### src/rtl/reg_dst_addr_mux.sv
// Destination-register address select (rt / rd / link) with a registered output.
// The output register doubles as the write-address slice of the next pipeline stage.
module reg_dst_addr_mux #(
  parameter int                ADDR_W     = 5,
  parameter logic [ADDR_W-1:0] RESET_ADDR = '0
) (
  input  logic              clk,
  input  logic              reset,
  input  logic              en,
  input  logic              clr,
  input  logic [ADDR_W-1:0] addr1,
  input  logic [ADDR_W-1:0] addr2,
  input  logic [ADDR_W-1:0] addr3,
  input  logic [1:0]        RegDst,
  output logic [ADDR_W-1:0] addr_w,
  output logic              addr_w_nz
);

  // Code 2'b11 is reserved and means "no register write", so it maps to r0.
  function automatic logic [ADDR_W-1:0] sel_addr(
    input logic [1:0]        reg_dst,
    input logic [ADDR_W-1:0] a_rt,
    input logic [ADDR_W-1:0] a_rd,
    input logic [ADDR_W-1:0] a_link
  );
    logic [ADDR_W-1:0] r;
    r = '0;
    case (reg_dst)
      2'b00:   r = a_rt;
      2'b01:   r = a_rd;
      2'b10:   r = a_link;
      default: r = '0;
    endcase
    return r;
  endfunction

  localparam logic RESET_NZ = (RESET_ADDR != '0);

  logic [ADDR_W-1:0] sel_p0;
  logic [ADDR_W-1:0] addr_w_p1;
  logic              addr_w_nz_p1;

  always_comb begin
    sel_p0 = sel_addr(RegDst, addr1, addr2, addr3);
  end

  // Stage p0 -> p1: flush beats stall, so a bubble can be inserted while held.
  always_ff @(posedge clk or posedge reset) begin
    if (reset) begin
      addr_w_p1    <= RESET_ADDR;
      addr_w_nz_p1 <= RESET_NZ;
    end else if (clr) begin
      addr_w_p1    <= RESET_ADDR;
      addr_w_nz_p1 <= RESET_NZ;
    end else if (en) begin
      addr_w_p1    <= sel_p0;
      addr_w_nz_p1 <= (sel_p0 != '0);
    end
  end

  assign addr_w    = addr_w_p1;
  assign addr_w_nz = addr_w_nz_p1;

endmodule

### config.mk
export PLATFORM = sky130hd
export DESIGN_NAME = reg_dst_addr_mux
export DESIGN_NICKNAME = d
export VERILOG_FILES = /design/src/rtl/reg_dst_addr_mux.sv
export SDC_FILE = /design/constraint.sdc
export NUM_CORES = 1
export LEC_CHECK = 0
export ABC_CLOCK_PERIOD_IN_PS = 1200
export CELL_PAD_IN_SITES_DETAIL_PLACEMENT = 1
export CELL_PAD_IN_SITES_GLOBAL_PLACEMENT = 2
export CORE_ASPECT_RATIO = 1.4
export CORE_MARGIN = 2
export CORE_UTILIZATION = 19
export CTS_BUF_LIST = sky130_fd_sc_hd__clkbuf_8
export DETAILED_ROUTE_END_ITERATION = 8
export GPL_ROUTABILITY_DRIVEN = 1
export PLACE_DENSITY_LB_ADDON = 0.08
export SETUP_SLACK_MARGIN = 0.1
export SKIP_LAST_GASP = 1
export SYNTH_ARGS = -nofsm -noshare
export SYNTH_HDL_FRONTEND = slang
export SYNTH_SLANG_ARGS = --single-unit
export TNS_END_PERCENT = 50
### constraint.sdc
create_clock -name clk -period 1.2 [get_ports clk]
set_input_delay 0.18 -clock clk [delete_from_list [all_inputs] [get_ports clk]]
set_output_delay 0.18 -clock clk [all_outputs]
set_load 0.01 [all_outputs]
### Word level (Yosys, flattened, before mapping)

Index checks and enable logic that the tools add are counted.

| storage, ports and cells | value |
|---|---|
| flip-flop bits (word level) | 6 |
| bits in latches | 0 |
| memory bits (writable) | 0 |
| memory bits (read-only) | 0 |
| input bits | 21 |
| output and inout bits | 6 |
| logic and storage cells | 12 |
| memories | 0 |

| operators by class | value |
|---|---|
| add/sub/neg operators | 0 |
| multipliers | 0 |
| divide/modulo/power cells | 0 |
| $lt $le $gt $ge | 0 |
| equal/unequal tests | 2 |
| shifts and indexed selects | 0 |
| multiplexer cells | 5 |
| bitwise gates (word level) | 0 |
| reduce and logical (&&, ||, !) cells | 3 |

Operators by type and width:

| operator | number |
|---|---|
| $pmux W5 S3 | 1 |
| $mux W5 | 2 |
| $reduce_bool A5 Y1 | 1 |
| $eq A2 B1 Y1 const B | 1 |
| $eq A2 B2 Y1 const B | 1 |
| $logic_not A2 Y1 | 1 |
| $mux W1 | 2 |
| $reduce_bool A2 Y1 | 1 |

### Depth between registers and ports, before layout

| depth | value |
|---|---|
| word-level depth | 5 |
| gate-level depth with buffers | 5 |
| gate-level depth less buffers | 4 |

### Worst setup path before layout

OpenSTA, ideal clock, no wires.

| timing path | value |
|---|---|
| kind | input port to flip-flop |
| start point | in RegDst[1] |
| end point | reg addr_w_nz_p1, in the netlist addr_w_nz |
| setup time | 142 ps |
| data arrival time | 887 ps |
| required time | 1,058 ps |
| setup slack | 171 ps |
| stages on the path | 5 |
| buffers on the path | 1 |
| cells stage by stage | clkbuf_8 mux2i_1 o2bb2ai_1 a211oi_1 a41oi_1 |

| on the way | value |
|---|---|
| word-level cells in the longest chain between the ends | 5 |
| elaborated cells on any way between the ends | 7 |
| classes of those cells | 2 x eq/ne; 3 x mux; 2 x reduce/logical |

RTL lines:

| element | RTL line | source |
|---|---|---|
| start: declaration | 14 | `input logic [1:0] RegDst,` |
| $eq A2 B2 Y1 (tied with other cells) | 28 | `case (reg_dst)` |
| $pmux W5 S3 * | 28 |  |
| $reduce_bool A5 Y1 * | 57 | `addr_w_nz_p1 <= (sel_p0 != '0);` |
| $mux W1 * | 55 | `end else if (en) begin` |
| $mux W1 * | 52 | `end else if (clr) begin` |
| end signal: assignment | 57 |  |
| end: declaration | 41 | `logic addr_w_nz_p1;` |

Every way passes the cells marked *; elsewhere a longest branch is shown, timed or not. The select of a mux whose other input is x is not followed.
A chain may end at the register's enable or synchronous reset.

### Worst setup path after layout

| timing path | value |
|---|---|
| start point | in addr3[0] |
| end point | reg addr_w_p1[0], in the netlist addr_w[0] |

| on the way | value |
|---|---|
| word-level cells in the longest chain between the ends | 3 |

RTL lines:

| element | RTL line | source |
|---|---|---|
| start: declaration | 13 | `input logic [ADDR_W-1:0] addr3,` |
| $pmux W5 S3 | 28 |  |
| $mux W5 | 55 |  |
| $mux W5 | 52 |  |
| end signal: assignment | 56 | `addr_w_p1 <= sel_p0;` |
| end: declaration | 40 | `logic [ADDR_W-1:0] addr_w_p1;` |

No other way between the ends. The select of a mux whose other input is x is not followed.

==> impl_metrics.env <==
export IMPL_status="finished clean"
export IMPL_grt_busiest_layer="met2"
export IMPL_fin_crit_sh_pct=88.99
export IMPL_ys_warnings_count=0
export IMPL_synth_seq_cells=6
export IMPL_start_kind="input port"
export IMPL_globalplace_congestion=0.6058
export IMPL_use_met2_pct=17.01
export IMPL_p_sw_share_pct=22.97
export IMPL_routed_wirelength_um=1197
export IMPL_clock_sinks=6
export IMPL_cp_required_ns=1.33
export IMPL_ys_flop_type="dfrtp_1"
export IMPL_area_growth_pct=104.9
export IMPL_syn_area_per_cell_um2=9.705
export IMPL_power_frac_seq_pct=31.4
export IMPL_fp_coreArea_um2=1779
export IMPL_grt_pass1_wl_um=1676
export IMPL_die_x_um=40.74
export IMPL_worstMarginPinSlew_ns=0.2234
export IMPL_cts_root_buf="clkbuf_8"
export IMPL_synth_top_cells_by_count="nor2_1, dfrtp_1, mux2i_1"
export IMPL_drtIter0Drc=1
export IMPL_clockBufferDepth=2
export IMPL_synth_area_top_cells="dfrtp_1, mux2i_1, a211oi_1, nor2_1, a21oi_1"
export IMPL_slew_headroom_pct=85.09
export IMPL_drc=0
export IMPL_hold_buffers=0
export IMPL_worstPathMaxFanout=2
export IMPL_yosysTopAreaCell="dfrtp_1"
export IMPL_power_frac_comb_pct=26.3
export IMPL_synth_edf_count=0
export IMPL_worst_slack_ns=0.1321
export IMPL_async_flop_share_pct=100.0
export IMPL_cts_buffers=3
export IMPL_grt_met3_usage_pct=2.811
export IMPL_vdd_ir_drop_max_uv=641.7
export IMPL_clkSlewWorstSetupHoldPaths_ns=0.04
export IMPL_end_kind="flop"
export IMPL_hold_viol_final=0
export IMPL_antenna_found_initial=0
export IMPL_ys_seq_area_share_pct=41.81
export IMPL_post_drt_wl_per_cell_um=13.30
export IMPL_via_count=411
export IMPL_power_density_nw_per_um2=971.0
export IMPL_synthCells=37
export IMPL_fp_dieH_um=55.44
export IMPL_avgViaCountPerCell=4.567
export IMPL_p_leak_nw=0.3934
export IMPL_htree_levels=1
export IMPL_grt_max_degree=10
export IMPL_portBuffers=26
export IMPL_slew_viol_final=0
export IMPL_grtUsageTotal_pct=10.91
export IMPL_hp_class="input port to async pin"
export IMPL_p_sw_w=0.0001641
export IMPL_cts_tree="built"
export IMPL_grt_pass1_vias=392
export IMPL_place_detailed_hpwl_um=982.6
export IMPL_period_needed_ns=1.068
export IMPL_post_place_ws_ns=-0.4587
export IMPL_firstDrtPassIters=4
export IMPL_initial_utilization_pct=20.18
export IMPL_p_int_w=0.0005502
export IMPL_setup_violations=0
export IMPL_clk_latency_ns=0.22
export IMPL_p_clk_share_pct=42.4
export IMPL_syn_num_nets=58
export IMPL_cap_violations=0
export IMPL_rsz0062_at_grt="true"
export IMPL_fmax_mhz=936.4
export IMPL_drive_gt1_share_pct=15.71
export IMPL_dieArea_um2=2259
export IMPL_synth_top_area_share_pct=41.81
export IMPL_ant_nets=0
export IMPL_synth_most_common_cell="nor2_1"
export IMPL_cts_setup_buffers=0
export IMPL_yosysUniqueCellTypes=15
export IMPL_critPathKind="input port to flop"
export IMPL_gr_total_overflow=0
export IMPL_grtUsageMet1_pct=12.09
export IMPL_num_io_pins=27
export IMPL_total_power_w=0.0007143
export IMPL_num_rows=18
export IMPL_syn_area_um2=359.1
export IMPL_nets=93
export IMPL_holdWs_ns=0.1673
export IMPL_skew_ns=0
export IMPL_num_antenna_cells=0
export IMPL_cp_arrival_ns=1.19
## routing by layer
layer	vias up	wire, µm
met5	-	0
li1	202	-
met4	0	28
met3	3	120
met1	182	454
met2	24	592
## worst max-delay path, cell delays in order
cell and delay [ns]:
clkdlybuf4s50_1 0.45, mux2i_1 0.06, nor2_1 0.17, a21oi_1 0.08, a211oi_1 0.25
## per-stage QoR
step,setup TNS (ns),instance area [µm²],cells,util [%]
final,0,735.7,90,41.35
after global routing,0,735.7,90,41.35
after CTS,-0.3353,725.7,90,40.79
after detailed placement,-1.974,671.9,87,37.76
after global placement,-1.926,671.9,87,37.76
after floorplan,0,359.1,37,-
## registers in the layout (all words and copies together), names as in the netlist
register	cells
addr_w	5
addr_w_nz	1
## logic make-up after synthesis
logic type	after synthesis	share of synthesized area (%)
buffers and inverters	3	5.920
multiplexers	6	16.73
AND/OR/NAND/NOR	11	13.24
AO/OA/AOI/OAI	11	22.30
flip-flops	6	41.81
## timing repair
action,4_1_cts,5_1_grt
gates resized for setup,8,4
gates cloned,0,0
setup endpoints to repair,12,9
pin swaps,5,0
## path summary, 6_finish.rpt
kind	from	to	slack, ns	cells after the start
worst max-delay path	addr3[0]	addr_w[0]	0.13	5
worst min-delay path	reset	addr_w[0]	0.17	2
worst max register to register	addr_w_nz	addr_w_nz	0.49	2
worst min register to register	addr_w[2]	addr_w[2]	0.52	2
max in group asynchronous	reset	addr_w[4]	0.85	2
min in group clk	addr_w[2]	addr_w[2]	0.52	2
## power by group through the flow
stage	logic, W	registers, W	clock network (W)
floorplan	0.0000608	0.000233	0
global placement	0.000192	0.000228	0
detailed placement	0.000192	0.000227	0
CTS	0.000195	0.000225	0.000316
global route	0.000207	0.000226	0.000323
finish	0.000188	0.000224	0.000303
## area by class of cell
class | instances | area, µm²
fill | 214 | 1044
inverter | 1 | 3.754
timing repair buffer | 32 | 317.8
sequential | 6 | 150.1
tap | 20 | 25.02
multi-input combinational | 28 | 197.7
clock buffer | 3 | 41.29
## cells in the final DEF (no fill, tap or decap)
cell,count
buf_4,4
a21oi_1,3
nor3_1,1
o2bb2ai_1,1
a41oi_1,1
o211a_1,1
nor2b_4,1
mux2i_1,6
inv_1,1
dlymetal6s2s_1,4
dfrtp_1,6
a211oi_1,3
o21bai_1,1
clkbuf_8,3
a211oi_2,1
nand2_1,1
buf_6,2
dlygate4sd2_1,4
clkdlybuf4s50_1,18
nor2_1,8
(Power assumes the default switching activity.)
